===== src/rtl/score_submitter.sv =====
// Queues finished-round results and replays them one at a time onto the
// score-tracker handshake, then reports the tracker's win flags per request.
module score_submitter #(
    parameter int HOLD_CYCLES = 16,
    parameter int GAP_CYCLES  = 2,
    parameter int ADDR_W      = 2
) (
    input  logic              Clk,
    input  logic              Rst,
    input  logic              SubmitValid,
    input  logic [1:0]        SubmitID,
    input  logic [4:0]        SubmitScore,
    output logic              SubmitReady,
    output logic              ScoreReq,
    output logic [1:0]        PlayerID,
    output logic [4:0]        Score,
    input  logic              PersonalWin,
    input  logic              GlobalWinner,
    output logic              ResultValid,
    output logic [1:0]        ResultID,
    output logic [4:0]        ResultScore,
    output logic              ResultPersonal,
    output logic              ResultGlobal,
    output logic              ResultGlobalNew,
    output logic [ADDR_W:0]   PendingCount,
    output logic              Busy
);
    localparam int DEPTH   = 1 << ADDR_W;
    localparam int CNT_MAX = (HOLD_CYCLES > GAP_CYCLES) ? HOLD_CYCLES : GAP_CYCLES;
    localparam int CNT_W   = $clog2(CNT_MAX);

    typedef enum logic [1:0] {IDLE, HOLD, GAP} state_t;

    state_t              state_reg;
    logic [6:0]          fifo_mem [DEPTH];
    logic [ADDR_W-1:0]   head_reg;
    logic [ADDR_W-1:0]   tail_reg;
    logic [ADDR_W:0]     count_reg;
    logic [CNT_W-1:0]    cnt_reg;
    logic                prev_global_reg;
    logic                push;
    logic                pop;

    assign SubmitReady  = (count_reg < (ADDR_W+1)'(DEPTH));
    assign push         = SubmitValid & SubmitReady;
    // Pop looks only at pre-edge occupancy, so a fresh push waits one cycle.
    assign pop          = (state_reg == IDLE) && (count_reg != '0);
    assign PendingCount = count_reg;
    assign Busy         = (state_reg != IDLE);

    always_ff @(posedge Clk) begin
        if (push) begin
            fifo_mem[tail_reg] <= {SubmitID, SubmitScore};
        end
    end

    always_ff @(posedge Clk) begin
        if (!Rst) begin
            head_reg  <= '0;
            tail_reg  <= '0;
            count_reg <= '0;
        end else begin
            if (push) begin
                tail_reg <= tail_reg + ADDR_W'(1);
            end
            if (pop) begin
                head_reg <= head_reg + ADDR_W'(1);
            end
            if (push && !pop) begin
                count_reg <= count_reg + (ADDR_W+1)'(1);
            end else if (pop && !push) begin
                count_reg <= count_reg - (ADDR_W+1)'(1);
            end
        end
    end

    always_ff @(posedge Clk) begin
        if (!Rst) begin
            state_reg       <= IDLE;
            cnt_reg         <= '0;
            prev_global_reg <= 1'b0;
            ScoreReq        <= 1'b0;
            PlayerID        <= '0;
            Score           <= '0;
            ResultValid     <= 1'b0;
            ResultID        <= '0;
            ResultScore     <= '0;
            ResultPersonal  <= 1'b0;
            ResultGlobal    <= 1'b0;
            ResultGlobalNew <= 1'b0;
        end else begin
            ResultValid <= 1'b0;
            case (state_reg)
                IDLE: begin
                    if (pop) begin
                        {PlayerID, Score} <= fifo_mem[head_reg];
                        ScoreReq          <= 1'b1;
                        cnt_reg           <= CNT_W'(HOLD_CYCLES - 1);
                        state_reg         <= HOLD;
                    end
                end
                HOLD: begin
                    if (cnt_reg == '0) begin
                        // Tracker flags have settled by now; latch them with the request.
                        ScoreReq        <= 1'b0;
                        ResultPersonal  <= PersonalWin;
                        ResultGlobal    <= GlobalWinner;
                        ResultGlobalNew <= GlobalWinner & ~prev_global_reg;
                        prev_global_reg <= GlobalWinner;
                        ResultID        <= PlayerID;
                        ResultScore     <= Score;
                        ResultValid     <= 1'b1;
                        cnt_reg         <= CNT_W'(GAP_CYCLES - 1);
                        state_reg       <= GAP;
                    end else begin
                        cnt_reg <= cnt_reg - CNT_W'(1);
                    end
                end
                GAP: begin
                    if (cnt_reg == '0) begin
                        state_reg <= IDLE;
                    end else begin
                        cnt_reg <= cnt_reg - CNT_W'(1);
                    end
                end
                default: state_reg <= IDLE;
            endcase
        end
    end
endmodule

===== config.mk =====
export PLATFORM = sky130hd
export DESIGN_NAME = score_submitter
export DESIGN_NICKNAME = d
export VERILOG_FILES = /design/src/rtl/score_submitter.sv
export SDC_FILE = /design/constraint.sdc
export NUM_CORES = 1
export LEC_CHECK = 0
export ABC_CLOCK_PERIOD_IN_PS = 2500
export CAP_MARGIN = 20
export CORE_AREA = 4 4 75 77
export DETAILED_ROUTE_END_ITERATION = 16
export DIE_AREA = 0 0 79 81
export GPL_TIMING_DRIVEN = 0
export PLACE_DENSITY = 0.8
export SETUP_SLACK_MARGIN = 0.2
export SYNTH_ARGS = -nofsm -noshare
export SYNTH_HDL_FRONTEND = slang
export SYNTH_SLANG_ARGS = --single-unit

===== constraint.sdc =====
create_clock -name Clk -period 2.5 [get_ports Clk]
set_input_delay 0.625 -clock Clk [delete_from_list [all_inputs] [get_ports Clk]]
set_output_delay 0.625 -clock Clk [all_outputs]
set_load 0.01 [all_outputs]

==> flow_summary.json, run 1 <==
{
  "status": "complete, no violations",
  "clock-sinks": 60,
  "synth_edf_count": 28,
  "cp_num_buf_inv": 3,
  "syn_inst": 213,
  "grt_pass1_vias": 1731,
  "cts_hold_buf": 0,
  "wire_per_inst_um": 14.5,
  "synth.distinct_cells": 43,
  "synth_compound_area_share_pct": 11.9,
  "rsz0062_at_grt": "false",
  "crit_fanout": 4,
  "achievable-frequency_ghz": 0.452,
  "arrival_ns": 1.59,
  "fin_skew_ns": 0.00829,
  "reg_top3": "fifo_mem x28, ResultScore x5, Score x5",
  "slew_headroom_pct": 69.9,
  "crit_top_cell": "inv_1",
  "hp-class": "reg -> reg",
  "cap_violations": 0,
  "reg2reg_depth": 8,
  "cellPowerDensity_nw_per_um2": 1170,
  "cts_tree": "built",
  "power_w": 0.00389,
  "synth-main-ff-cell": "dfxtp_1",
  "ir_drop_v": 0.000551,
  "gp_congestion": 0.843,
  "fin_crit_ns": 2.21,
  "synth_area_leaders": "edfxtp_1 (32%), dfxtp_1 (24%), mux4_2 (6.0%)",
  "largest_reg_flops": 28,
  "worst_pin_slew_ns": 0.451,
  "setup_viol": 0,
  "core_area_um2": 5010,
  "io_buffer_count": 35,
  "synth_xor_area_share_pct": 1.67,
  "initial_core_util_pct": 52.4,
  "cts_root_buf": "clkbuf_8",
  "path_delay_family": "buffers and inverters",
  "grt_max_degree": 12,
  "cp.required_ns": 1.88,
  "synth_warnings": 0,
  "first_pass_iters": 4,
  "syn_area_per_cell_um2": 12.3,
  "hold_depth": 2,
  "routed_wl_mm": 4.85,
  "leakagePower_nw": 1.23,
  "crit_slowest_cell": "clkdlybuf4s50_1",
  "final_hold_viol_count": 0,
  "die_w_um": 79,
  "fin_crit_sh_pct": 88.4,
  "async_flop_share_pct": 0,
  "synthMuxAreaShare_pct": 6.38,
  "syn-cell-area_um2": 2630,
  "io_pins": 36,
  "largest_register": "fifo_mem",
  "synth_most_common_cell": "nand2_1",
  "vias": 1696,
  "synth-seq-cells": 60,
  "fp-row-count": 26,
  "overflow": 0,
  "die_y_um": 81,
  "cts_buffers": 9,
  "dp_hpwl_mm": 3.28,
  "htreeDepth": 3,
  "worst-setup-path-type": "reg -> out",
  "synth_largest_area_cell": "edfxtp_1",
  "path_cells": "inv_1, ha_2, inv_1, clkdlybuf4s50_1",
  "via_per_inst": 5.06,
  "fill_cells": 402,
  "final_antenna_net_count": 0,
  "synth_top_family_by_area": "simple AND/OR/NAND/NOR gates",
  "cp-end-kind": "primary output",
  "cts_max_path_buffers": 2,
  "clk_latency_ns": 0.33,
  "crit_cells": 4,
  "fin_area_um2": 3330,
  "grtUsageTotal_pct": 16.8,
  "cp-start-kind": "register",
  "worst_path_largest_cell_delay_ns": 0.52,
  "synthTopCellsByCount": "nand2_1 (37), dfxtp_1 (32), edfxtp_1 (28)",
  "synthSimpleGateAreaFrac_pct": 13.9,
  "yosys.area_share.adder_pct": 6.00,
  "drv_slew": 0,
  "placed_area_um2": 3070,
  "area_growth_pct": 26.6,
  "layout-drive-gt1-share_pct": 17.0,
  "antenna_found_initial": 0,
  "synth_nets": 237,
  "final_net_count": 284,
  "antennaDiodeCount": 0,
  "route.detailed.drc": 0,
  "clk_pin_slew_ns": 0.07,
  "die-area_um2": 6400,
  "yosysTopAreaCellShare_pct": 32.0,
  "drtIter0Drc": 72,
  "fin_setup_tns_ns": 0,
  "synth-seq-area-share_pct": 56.4,
  "grt_pass1_wl_mm": 8.04
}
## cell families (layout without fill, tap and decap cells)
| group | count (synthesis) | count (layout) |
|---|---|---|
| adders and majority gates | 12 | 12 |
| AOI/OAI and AO/OA | 41 | 41 |
| xor gates and xnor gates | 5 | 5 |
| and+or+nand+nor | 67 | 67 |
| buffers and inverters | 20 | 72 |
| muxes | 8 | 8 |
| DFF | 60 | 60 |
## cell type report
class                   instances  area (um^2)  share of cell area, %
repair buffers                 36          358                   10.8
multi-input cells             133         1060                   31.8
plain buffers                   9         60.1                   1.81
clock buffers                   9          124                   3.72
inverters                      11         43.8                   1.32
clock inverters                 7          114                   3.42
well taps                      70         87.6                   2.63
flip-flops and latches         60         1480                   44.6
## worst register-to-register path, stage by stage, from the launching register on
cell and delay, ns:
dfxtp_1 0.40, o31a_2 0.42, inv_4 0.11, ha_2 0.19
inv_1 0.05, fa_2 0.33, xor2_1 0.17, or3_1 0.30
a21boi_1 0.12
## power by group
part           total, W  switching [W]  internal, W
combinational   0.00146       0.000717     0.000746
clock           0.00104       0.000381     0.000660
sequential      0.00138       0.000162      0.00122
## through the flow
step	hold slack (ns)	instances	util [%]	setup WS (ns)
floorplan	0.479	213	-	0.328
global placement	0.442	318	61.2	-0.170
detailed placement	0.445	318	61.2	-0.207
CTS	0.454	335	66.2	0.206
global route	0.482	335	66.4	0.216
finish	0.451	335	66.4	0.290
## metal layers
metal	vias up	track usage, %	wire length [um]
met5	-	0	0
met4	0	9.79	133
met3	13	3.88	224
met2	46	27.7	2330
met1	793	20.1	2170
li1	844	-	-
## timing repair
item                                    CTS  global route
pin swaps                                 0             1
resized for setup                         3             6
hold endpoints to repair                  0             0
setup buffers                             1             0
endpoints found under the setup margin    1             2
## cell usage in the layout, fill, tap and decap left out, drive strengths merged
cell,n
nor4b,1
mux4,7
a21oi,5
fa,1
nand2,38
nor2,5
bufinv,3
o31a,2
clkinv,3
clkdlybuf4s50,35
nor3,2
xor2,2
dfxtp,32
or3b,1
edfxtp,28
mux2i,1
a21boi,18
clkbuf,13
ha,11
o21ai,5
nor3b,1
o221a,1
nand3b,1
xnor2,3
and2,10
or3,1
o2111ai,1
nand2b,2
o211a,1
a2bb2oi,1
nor2b,4
and3,1
o21a,4
o22ai,2
a211oi,1
inv,12
buf,6
## path summary, 6_finish.rpt
check                                                  start                            to  slack, ns
worst max register to register  PendingCount[0]$_SDFFE_PN0P_  PendingCount[2]$_SDFFE_PN0P_       0.34
worst max-delay path               state_reg[1]$_SDFFE_PN0P_                          Busy       0.29
worst min-delay path             ResultPersonal$_SDFFE_PN0P_   ResultPersonal$_SDFFE_PN0P_       0.45
worst min register to register   ResultPersonal$_SDFFE_PN0P_   ResultPersonal$_SDFFE_PN0P_       0.45
No activity file was read; power rests on OpenSTA's default activity.
==> run 2, diff against run 1 <==
- CTS_CLUSTER_SIZE: not set -> 30
==> results of run 2 <==
Final layout, timing and power as in run 1 (identical DEF).
